$ cat config.mk
export PLATFORM = sky130hd
export DESIGN_NAME = read_ctrl_flat
export DESIGN_NICKNAME = d
export VERILOG_FILES = /design/src/rtl/read_ctrl_if.sv /design/src/rtl/read_ctrl.sv /design/src/flat_wrapper.sv
export SDC_FILE = /design/constraint.sdc
export NUM_CORES = 1
export LEC_CHECK = 0
export BUFFER_PORTS_ARGS = -buffer_cell sky130_fd_sc_hd__buf_2
export CAP_MARGIN = 30
export CORE_MARGIN = 2
export CORE_UTILIZATION = 52
export DETAILED_ROUTE_END_ITERATION = 10
export HOLD_SLACK_MARGIN = 0.08
export PLACE_DENSITY = 0.78
export SLEW_MARGIN = 10
export SYNTH_ARGS = -nofsm -noshare
export SYNTH_HDL_FRONTEND = slang
export SYNTH_SLANG_ARGS = --single-unit
$ cat constraint.sdc
create_clock -name rclk -period 3.55 [get_ports rclk]
set_input_delay 0.71 -clock rclk [delete_from_list [all_inputs] [get_ports rclk]]
set_output_delay 0.71 -clock rclk [all_outputs]
set_load 0.02 [all_outputs]
$ cat src/rtl/read_ctrl_if.sv
// read_ctrl_if: read-side bus of the asynchronous FIFO read controller.
// Carries the cross-domain pointers, the dual-port memory read port and the
// valid/ready output stream. aw = $clog2(fifo_depth).
interface read_ctrl_if #(
    parameter int aw         = 4,
    parameter int data_width = 8
);
    logic [aw:0]           writeaddrptrgrey;
    logic [aw:0]           readaddrptrgrey;
    logic [aw-1:0]         readaddr;
    logic                  ren_mem;
    logic [data_width-1:0] rdata_mem;
    logic [data_width-1:0] dout;
    logic                  dout_valid;
    logic                  dout_ready;
    logic                  empty;
    logic                  almost_empty;
    logic [aw:0]           rcount;

    // Controller side
    modport master (
        input  writeaddrptrgrey, rdata_mem, dout_ready,
        output readaddrptrgrey, readaddr, ren_mem, dout, dout_valid,
               empty, almost_empty, rcount
    );

    // Environment side: write domain, memory and consumer
    modport slave (
        output writeaddrptrgrey, rdata_mem, dout_ready,
        input  readaddrptrgrey, readaddr, ren_mem, dout, dout_valid,
               empty, almost_empty, rcount
    );
endinterface

$ cat src/rtl/read_ctrl.sv
// read_ctrl: read-domain controller of the asynchronous FIFO.
// Synchronizes the write-side Gray pointer into rclk, derives empty/rcount,
// issues memory reads and presents words on a 2-entry valid/ready buffer.
// Optional feature: define READ_CTRL_SYNC3_EN for a 3-flop synchronizer
// (default is 2 flops; everything else is unchanged).
module read_ctrl #(
    parameter int fifo_depth          = 16,
    parameter int data_width          = 8,
    parameter int almost_empty_thresh = 2
) (
    input  logic         rclk,
    input  logic         rrst,
    read_ctrl_if.master  bus
);
    localparam int aw = $clog2(fifo_depth);

`ifdef READ_CTRL_SYNC3_EN
    localparam int sync_stages = 3;
`else
    localparam int sync_stages = 2;
`endif

    localparam logic [aw:0] ae_thresh = (aw+1)'(almost_empty_thresh);

    logic [aw:0]           sync_q [sync_stages];
    logic [aw:0]           wsync_grey;
    logic [aw:0]           wsync_bin;
    logic [aw:0]           rbin;
    logic [aw:0]           rbin_next;
    logic [aw:0]           rgrey;
    logic [aw:0]           rcount;
    logic                  empty;
    logic                  ren;
    logic                  pop;
    logic [1:0]            obuf_cnt;
    logic                  head_valid;
    logic                  skid_valid;
    logic [data_width-1:0] head_data;
    logic [data_width-1:0] skid_data;

    // Bring the write pointer into rclk through a plain flop chain.
    // NOTE: sequential state uses non-blocking assignments so every flop
    // samples the pre-edge value of its neighbour, forming a true shift chain.
    always_ff @(posedge rclk or posedge rrst) begin
        if (rrst) begin
            for (int i = 0; i < sync_stages; i++) sync_q[i] <= '0;
        end else begin
            sync_q[0] <= bus.writeaddrptrgrey;
            for (int i = 1; i < sync_stages; i++) sync_q[i] <= sync_q[i-1];
        end
    end

    assign wsync_grey = sync_q[sync_stages-1];

    // Gray to binary: each binary bit is the XOR of all Gray bits at or above it.
    // NOTE: the whole vector gets a default first, so no path leaves a bit
    // unassigned and no latch can be inferred.
    always_comb begin
        wsync_bin = '0;
        for (int i = 0; i <= aw; i++) wsync_bin[i] = ^(wsync_grey >> i);
    end

    // Status and read issue. Comparing against the registered Gray pointer
    // keeps empty pessimistic: a stale write pointer can only hide data.
    assign empty     = (rgrey == wsync_grey);
    assign rcount    = wsync_bin - rbin;
    assign obuf_cnt  = {1'b0, head_valid} + {1'b0, skid_valid};
    assign pop       = head_valid & bus.dout_ready;
    assign ren       = !empty && ((obuf_cnt - {1'b0, pop}) < 2'd2);
    assign rbin_next = rbin + {{aw{1'b0}}, ren};

    // Read pointer in binary and Gray; the Gray copy is registered so the
    // write domain never sees combinational glitches.
    always_ff @(posedge rclk or posedge rrst) begin
        if (rrst) begin
            rbin  <= '0;
            rgrey <= '0;
        end else begin
            rbin  <= rbin_next;
            rgrey <= (rbin_next >> 1) ^ rbin_next;
        end
    end

    // Two-entry output buffer: returning words fill head first, skid second;
    // a pop with skid occupied promotes skid to head.
    always_ff @(posedge rclk or posedge rrst) begin
        if (rrst) begin
            head_valid <= 1'b0;
            skid_valid <= 1'b0;
            head_data  <= '0;
            skid_data  <= '0;
        end else if (pop) begin
            if (skid_valid) begin
                head_data  <= skid_data;
                head_valid <= 1'b1;
                skid_valid <= ren;
                if (ren) skid_data <= bus.rdata_mem;
            end else begin
                head_valid <= ren;
                if (ren) head_data <= bus.rdata_mem;
            end
        end else if (ren) begin
            if (!head_valid) begin
                head_valid <= 1'b1;
                head_data  <= bus.rdata_mem;
            end else begin
                skid_valid <= 1'b1;
                skid_data  <= bus.rdata_mem;
            end
        end
    end

    assign bus.readaddrptrgrey = rgrey;
    assign bus.readaddr        = rbin[aw-1:0];
    assign bus.ren_mem         = ren;
    assign bus.dout            = head_data;
    assign bus.dout_valid      = head_valid;
    assign bus.empty           = empty;
    assign bus.almost_empty    = (rcount <= ae_thresh);
    assign bus.rcount          = rcount;

endmodule

$ cat src/flat_wrapper.sv
// flat-port wrapper written by rule: the top's interface ports become plain ports
module read_ctrl_flat 
#(
    parameter int fifo_depth          = 16,
    parameter int data_width          = 8,
    parameter int almost_empty_thresh = 2
)
  (rclk, rrst, bus_writeaddrptrgrey, bus_rdata_mem, bus_dout_ready, bus_readaddrptrgrey, bus_readaddr, bus_ren_mem, bus_dout, bus_dout_valid, bus_empty, bus_almost_empty, bus_rcount);
  read_ctrl_if #(.aw((4)), .data_width(data_width)) bus_i ();
  input  logic rclk;
  input  logic rrst;
  input wire logic [$bits(bus_i.writeaddrptrgrey)-1:0] bus_writeaddrptrgrey;
  input wire logic [$bits(bus_i.rdata_mem)-1:0] bus_rdata_mem;
  input wire logic [$bits(bus_i.dout_ready)-1:0] bus_dout_ready;
  output wire logic [$bits(bus_i.readaddrptrgrey)-1:0] bus_readaddrptrgrey;
  output wire logic [$bits(bus_i.readaddr)-1:0] bus_readaddr;
  output wire logic [$bits(bus_i.ren_mem)-1:0] bus_ren_mem;
  output wire logic [$bits(bus_i.dout)-1:0] bus_dout;
  output wire logic [$bits(bus_i.dout_valid)-1:0] bus_dout_valid;
  output wire logic [$bits(bus_i.empty)-1:0] bus_empty;
  output wire logic [$bits(bus_i.almost_empty)-1:0] bus_almost_empty;
  output wire logic [$bits(bus_i.rcount)-1:0] bus_rcount;
  assign bus_i.writeaddrptrgrey = bus_writeaddrptrgrey;
  assign bus_i.rdata_mem = bus_rdata_mem;
  assign bus_i.dout_ready = bus_dout_ready;
  assign bus_readaddrptrgrey = bus_i.readaddrptrgrey;
  assign bus_readaddr = bus_i.readaddr;
  assign bus_ren_mem = bus_i.ren_mem;
  assign bus_dout = bus_i.dout;
  assign bus_dout_valid = bus_i.dout_valid;
  assign bus_empty = bus_i.empty;
  assign bus_almost_empty = bus_i.almost_empty;
  assign bus_rcount = bus_i.rcount;
  read_ctrl #(.fifo_depth(fifo_depth), .data_width(data_width), .almost_empty_thresh(almost_empty_thresh)) u_core (.rclk(rclk), .rrst(rrst), .bus(bus_i));
endmodule
; Yosys cells after proc, flatten, opt, wreduce, memory -nomap -nowiden
; Index checks and enable logic that the tools add are counted.
[op_classes]
eq_ne = 3
shifts = 0
n_mux = 16
n_bitwise = 2
magnitude_cmp = 2
n_reduce_logical = 13
n_div = 0
mul = 0
addsub = 4
[op_table]
columns = cell, count
row1 = $mux 8, 9
row2 = $reduce_xor 5->1, 5
row3 = $mux 1, 7
row4 = $reduce_and 3->1, 2
row5 = $reduce_bool 2->1, 3
row6 = $add 5x1->5, 1
row7 = $eq 5x5->1, 1
row8 = $le 5x2->1 const B, 1
row9 = $sub 5x5->5, 1
row10 = $xor 4x5->5, 1
row11 = $add 1x1->2, 1
row12 = $lt 2x2->1 const B, 1
row13 = $ne 2x1->1 const B, 1
row14 = $ne 2x2->1 const B, 1
row15 = $reduce_and 2->1, 1
row16 = $sub 2x1->2, 1
row17 = $and 1x1->1, 1
row18 = $logic_and 1x1->1, 1
row19 = $logic_not 1->1, 1
[word_totals]
mem_bits_rw = 0
out_inout_bits = 26
mem_count = 0
wordCells = 48
in_bits = 16
reg_bits = 38
latch_bits = 0
mem_bits_ro = 0

; Depth between registers and ports, before layout
[depth]
depth_word = 7
depth_mapped = 11
ltp_nobuf = 11

; Least setup slack after synthesis
; No wires, ideal clock.
[synth_path]
path_type = flip-flop to output port
startpoint = register u_core.sync_q (netlist bit u_core.wsync_grey[4])
endpoint = output bus_almost_empty
path_buffers = 0
setup_slack_ps = -646
arrival_ps = 3486
stages_incl_launch_ff = 12
required_time_ps = 2840
cell_sequence = dfrtp_1 > xor2_1 > xor2_1 > xor2_1 > xnor2_1 > ha_1 > inv_1 > fa_1 > a21o_1 > a21oi_1 > xnor2_1 > a2111oi_0
[synth_between]
elab_chain_cells = 3
elab_cells_between_ends = 7
[synth_lines]
columns = item, line
row1 = from (decl), read_ctrl.sv:25  ; logic [aw:0] sync_q [sync_stages];
row2 = $reduce_xor 5->1, read_ctrl.sv:60  ; for (int i = 0; i <= aw; i++) wsync_bin[i] = ^(wsync_grey >> i);
row3 = $sub 5x5->5 (*), read_ctrl.sv:66  ; assign rcount = wsync_bin - rbin;
row4 = named net bus_rcount[4], flat_wrapper.sv:22  ; output wire logic [$bits(bus_i.rcount)-1:0] bus_rcount;
row5 = $le 5x2->1 (*), read_ctrl.sv:119  ; assign bus.almost_empty = (rcount <= ae_thresh);
row6 = to (decl), flat_wrapper.sv:21  ; output wire logic [$bits(bus_i.almost_empty)-1:0] bus_almost_empty;
; Mark *: on every way through the listed nets, which the timed path passes. The rest lies on a longest branch.

; Worst setup path after layout
[layout_path]
startpoint = register u_core.sync_q (netlist bit u_core.wsync_grey[4])
endpoint = output bus_almost_empty
[layout_between]
elab_chain_cells = 3
elab_cells_between_ends = 7
[layout_lines]
columns = item, line
row1 = $reduce_xor 5->1, read_ctrl.sv:60
row2 = $sub 5x5->5 (*), read_ctrl.sv:66
row3 = $le 5x2->1 (*), read_ctrl.sv:119
; Every way passes the cells marked *; elsewhere a longest branch is shown, timed or not.

==> results.rst <==
.. list-table::
   :header-rows: 1

   * - Metric
     - Value
   * - Cell type with the highest aggregate area in the netlist
     - sky130_fd_sc_hd__dfrtp_1
   * - Met3 routing resource usage after global routing
     - 6.397%
   * - Failing checks
     - negative setup slack
   * - Post-synthesis sequential element count
     - 37
   * - Post-CTS clock slew at the launch and capture registers of the worst setup and hold paths
     - 0.10 ns
   * - Tightest slew margin relative to the limit
     - 45.30%
   * - Vias after detailed routing
     - 1083
   * - Number of instances on the worst hold path
     - 0
   * - Sinks on the clock net
     - 37
   * - Portion of synthesized cell area occupied by the leading cell type
     - 55.56%
   * - Power per cell area
     - 916.8 nW/um^2
   * - Tightest Hold Check Type
     - reg2reg
   * - Proportion of layout cells with a drive suffix above 1
     - 47.16%
   * - Average wire per cell in the routed design
     - 13.39 um
   * - Horiz. Die Dim
     - 60.61 um
   * - Buffers on Ports
     - 41
   * - Final std cells w/o fill
     - 220
   * - Terminus of the critical flop-to-flop path
     - u_core.bus.readaddrptrgrey[1]
   * - Kind of start point of the critical path
     - flip-flop
   * - Count of final setup violators
     - 2
   * - Kind of capture point of the worst setup path
     - output pin
   * - Maximum operating frequency
     - 267.1 MHz
   * - Power after layout
     - 1948 uW
   * - Met1 Usage GRT
     - 22.59%
   * - Max-capacitance violation count
     - 0
   * - Clk_lat worst skew
     - 0.34 ns
   * - Final period util
     - 105.4%
   * - Detail Placement HPWL
     - 2191 um
   * - Die height
     - 60.61 um
   * - Transition time of the tightest slew-check pin
     - 0.8196 ns
   * - Wire length of the first global-routing pass
     - 4588 um
   * - VDD IR max
     - 450.0 uV
   * - Post-route setup slack
     - -0.1934 ns
   * - Worst endpoint required time
     - 2.84 ns
   * - RSZ-0062 raised after global routing
     - true
   * - Met2 layer usage reported by global route
     - 27.34%
   * - Count of hold buffers inserted by post-cts repair
     - 0
   * - Worst reg2reg startpoint
     - u_core.wsync_grey[4]
   * - Net count after synthesis
     - 144
   * - Vias in the first global route
     - 1047
   * - Final Hold Viols
     - 0
   * - Pre-antenna DRT Iters
     - 4
   * - DIE AREA
     - 3674 sq um
   * - Cell total after placement
     - 206
   * - CTS tree
     - done
   * - Starting utilization of the core area
     - 54.59%
   * - Critical path start-end classification
     - reg2out
   * - Synthesized instance count
     - 121
   * - Minimum period implied by the final worst setup slack
     - 3.743 ns
   * - Number of warnings issued by yosys
     - 0
   * - Clock buffers created by TritonCTS
     - 5
   * - GRT Total Usage
     - 17.82%
   * - Setup slack of the most critical reg-to-reg path
     - 1.23 ns
   * - DR DRC count
     - 0
   * - Post-Route WL
     - 2945 um
   * - Count of routing violations after the opening detailed-route iteration
     - 54
   * - Startpoint of the worst hold path
     - u_core.sync_q[6]
   * - Total core area
     - 3053 sq um
   * - Root cell of the clock tree
     - sky130_fd_sc_hd__clkbuf_4
   * - Dominant cells by area after synthesis
     - sky130_fd_sc_hd__dfrtp_1 56%, sky130_fd_sc_hd__mux2_2 8.8%, sky130_fd_sc_hd__mux2_1 7.4%
   * - Number of antenna violations at the first check in global routing
     - 0
   * - Number of nets with antenna violations after detailed routing
     - 0
   * - Via-to-Cell Ratio
     - 4.923
   * - Final Wtd Congestion
     - 0.7966
   * - Number of antenna cells inserted
     - 0
   * - Gr ovfl total
     - 0
   * - Leakage
     - 0.0009987 uW
   * - Row count
     - 20
   * - Maximum number of pins on one net before global-route repair
     - 24
   * - Final #Nets
     - 198
   * - Proportion of synthesized chip area in sequential cells
     - 55.56%
   * - Avg Inst Size Synth
     - 13.77 sq um
   * - Layer with the highest usage
     - met2
   * - Critical path fanouts, max
     - 2
   * - Post-Syn Area
     - 1667 sq um
   * - Buffer depth of the longest clock path
     - 2
   * - Io pins
     - 42
   * - Data arrival, critical path
     - 3.03 ns
   * - R2r worst-path depth
     - 9
   * - Final number of max-transition violations
     - 0
   * - Count of H-tree levels built during CTS
     - 2
   * - Distinct cells, synth
     - 25
   * - Worst min-delay path endpoint
     - u_core.wsync_grey[1]
   * - Worst setup slack after placement
     - 0.01902 ns
   * - P&R area growth vs syn
     - 27.48%
   * - Result of the run
     - finished, violations left
   * - Clock skew
     - 0.01522 ns
==> registers in the layout, indices dropped and copies added, names as in the netlist <==
name	cells
u_core.wsync_grey	5
u_core.bus.dout_valid	1
u_core.rbin	5
u_core.bus.dout	8
u_core.skid_data	8
u_core.skid_valid	1
u_core.bus.readaddrptrgrey	4
u_core.sync_q	5
==> worst max path at each step <==
stage	from	depth (start not counted)	slack [ns]	end
after floorplan	u_core.wsync_grey[4]	11	0.02	bus_almost_empty
final	u_core.wsync_grey[4]	12	-0.19	bus_almost_empty
after global placement	u_core.wsync_grey[4]	12	0.17	bus_almost_empty
after detailed placement	u_core.wsync_grey[4]	12	0.02	bus_almost_empty
after CTS	u_core.wsync_grey[3]	12	-0.15	bus_almost_empty
after global routing	u_core.wsync_grey[4]	12	-0.43	bus_almost_empty
==> final cells by class <==
type | count | area [sq um]
Multi-Input combinational cell | 73 | 755.7
Timing Repair Buffer | 49 | 274.0
Tap cell | 44 | 55.05
Clock inverter | 2 | 38.79
Inverter | 9 | 33.78
Fill cell | 225 | 928.4
Sequential cell | 37 | 925.9
Clock buffer | 6 | 41.29
==> Yosys cell counts <==
master / n
sky130_fd_sc_hd__a2111oi_0: 1
sky130_fd_sc_hd__nand2_1: 4
sky130_fd_sc_hd__o211a_1: 1
sky130_fd_sc_hd__dfrtp_1: 37
sky130_fd_sc_hd__nand2_2: 1
sky130_fd_sc_hd__nor2_1: 2
sky130_fd_sc_hd__clkbuf_1: 1
sky130_fd_sc_hd__a211oi_1: 1
sky130_fd_sc_hd__ha_1: 6
sky130_fd_sc_hd__a21oi_1: 4
sky130_fd_sc_hd__xor2_1: 8
sky130_fd_sc_hd__buf_2: 1
sky130_fd_sc_hd__nand3_1: 2
sky130_fd_sc_hd__o21ai_0: 1
sky130_fd_sc_hd__nand3b_1: 1
sky130_fd_sc_hd__xnor2_2: 1
sky130_fd_sc_hd__xnor2_1: 11
sky130_fd_sc_hd__nand3_2: 1
sky130_fd_sc_hd__o32ai_4: 1
sky130_fd_sc_hd__fa_1: 1
sky130_fd_sc_hd__a21o_1: 1
sky130_fd_sc_hd__and2_2: 1
sky130_fd_sc_hd__mux2_1: 11
sky130_fd_sc_hd__inv_1: 9
sky130_fd_sc_hd__mux2_2: 13
==> report_power, final <==
group	switching [uW]	leakage, uW	internal [uW]	total [uW]
Combinational	582	0.000531	441	1020
Sequential	88.2	0.000426	551	639
Clock	137	0.0000424	150	287
==> critical path, stage by stage (launching register included) <==
cell and delay (ns):
sky130_fd_sc_hd__dfrtp_1 0.43, sky130_fd_sc_hd__xor2_2 0.24, sky130_fd_sc_hd__xor2_2 0.24, sky130_fd_sc_hd__xor2_2 0.22, sky130_fd_sc_hd__xnor2_1 0.15, sky130_fd_sc_hd__ha_2 0.21
sky130_fd_sc_hd__inv_2 0.04, sky130_fd_sc_hd__fa_2 0.35, sky130_fd_sc_hd__a21o_1 0.18, sky130_fd_sc_hd__a21oi_2 0.16, sky130_fd_sc_hd__xnor2_2 0.11, sky130_fd_sc_hd__a2111oi_4 0.20
sky130_fd_sc_hd__buf_4 0.19
==> kinds of logic (layout without fill, tap and decap cells) <==
| family | Yosys count | in the layout | synth area share [%] |
|---|---|---|---|
| flip-flops | 37 | 37 | 55.56 |
| multiplexers | 24 | 24 | 16.22 |
| XOR/XNOR | 20 | 20 | 10.96 |
| AND/OR/NAND/NOR | 12 | 12 | 3.829 |
| buffers and inverters | 11 | 66 | 2.552 |
| AO/OA/AOI/OAI | 10 | 10 | 5.181 |
| adder cells (fa/ha/maj) | 7 | 7 | 5.706 |
==> cell usage in the layout (no fill, tap or decap), types with 2 or more instances in the layout <==
master / synthesis / routed
sky130_fd_sc_hd__mux2_1: 11 / 11
sky130_fd_sc_hd__nand2_1: 4 / 4
sky130_fd_sc_hd__xor2_1: 8 / 5
sky130_fd_sc_hd__a21oi_1: 4 / 3
sky130_fd_sc_hd__buf_2: 1 / 39
sky130_fd_sc_hd__clkbuf_4: 0 / 5
sky130_fd_sc_hd__dfrtp_1: 37 / 37
sky130_fd_sc_hd__ha_1: 6 / 5
sky130_fd_sc_hd__buf_4: 0 / 9
sky130_fd_sc_hd__inv_1: 9 / 8
sky130_fd_sc_hd__nand3_1: 2 / 2
sky130_fd_sc_hd__xnor2_2: 1 / 2
sky130_fd_sc_hd__nor2_1: 2 / 2
sky130_fd_sc_hd__xor2_2: 0 / 3
sky130_fd_sc_hd__xnor2_1: 11 / 10
sky130_fd_sc_hd__mux2_2: 13 / 13
==> layer usage <==
layer	part of all wire (%)	up-vias	wire length [um]
met5	0	-	0
met4	2.2	0	65
met3	6.0	7	178
met1	42	524	1236
met2	50	34	1463
li1	-	518	-
==> stage by stage <==
| step | TNS (ns) | hold slack, ns | util (%) | area (sq um) |
|---|---|---|---|---|
| finish | -0.3057 | 0.3581 | 69.59 | 2125 |
| global route | -0.8302 | 0.3719 | 69.59 | 2125 |
| CTS | -0.2182 | 0.3609 | 68.85 | 2102 |
| detailed placement | 0 | 0.3347 | 63.93 | 1952 |
| global placement | 0 | 0.3321 | 63.93 | 1952 |
| floorplan | 0 | 0.3312 | - | 1685 |
==> timing repair <==
action | in CTS | in global routing
endpoints found under the setup margin | 2 | 3
pin swaps | 4 | 3
setup buffers | 5 | 1
resized for setup | 9 | 2
Power figures use the tool's default switching activity.
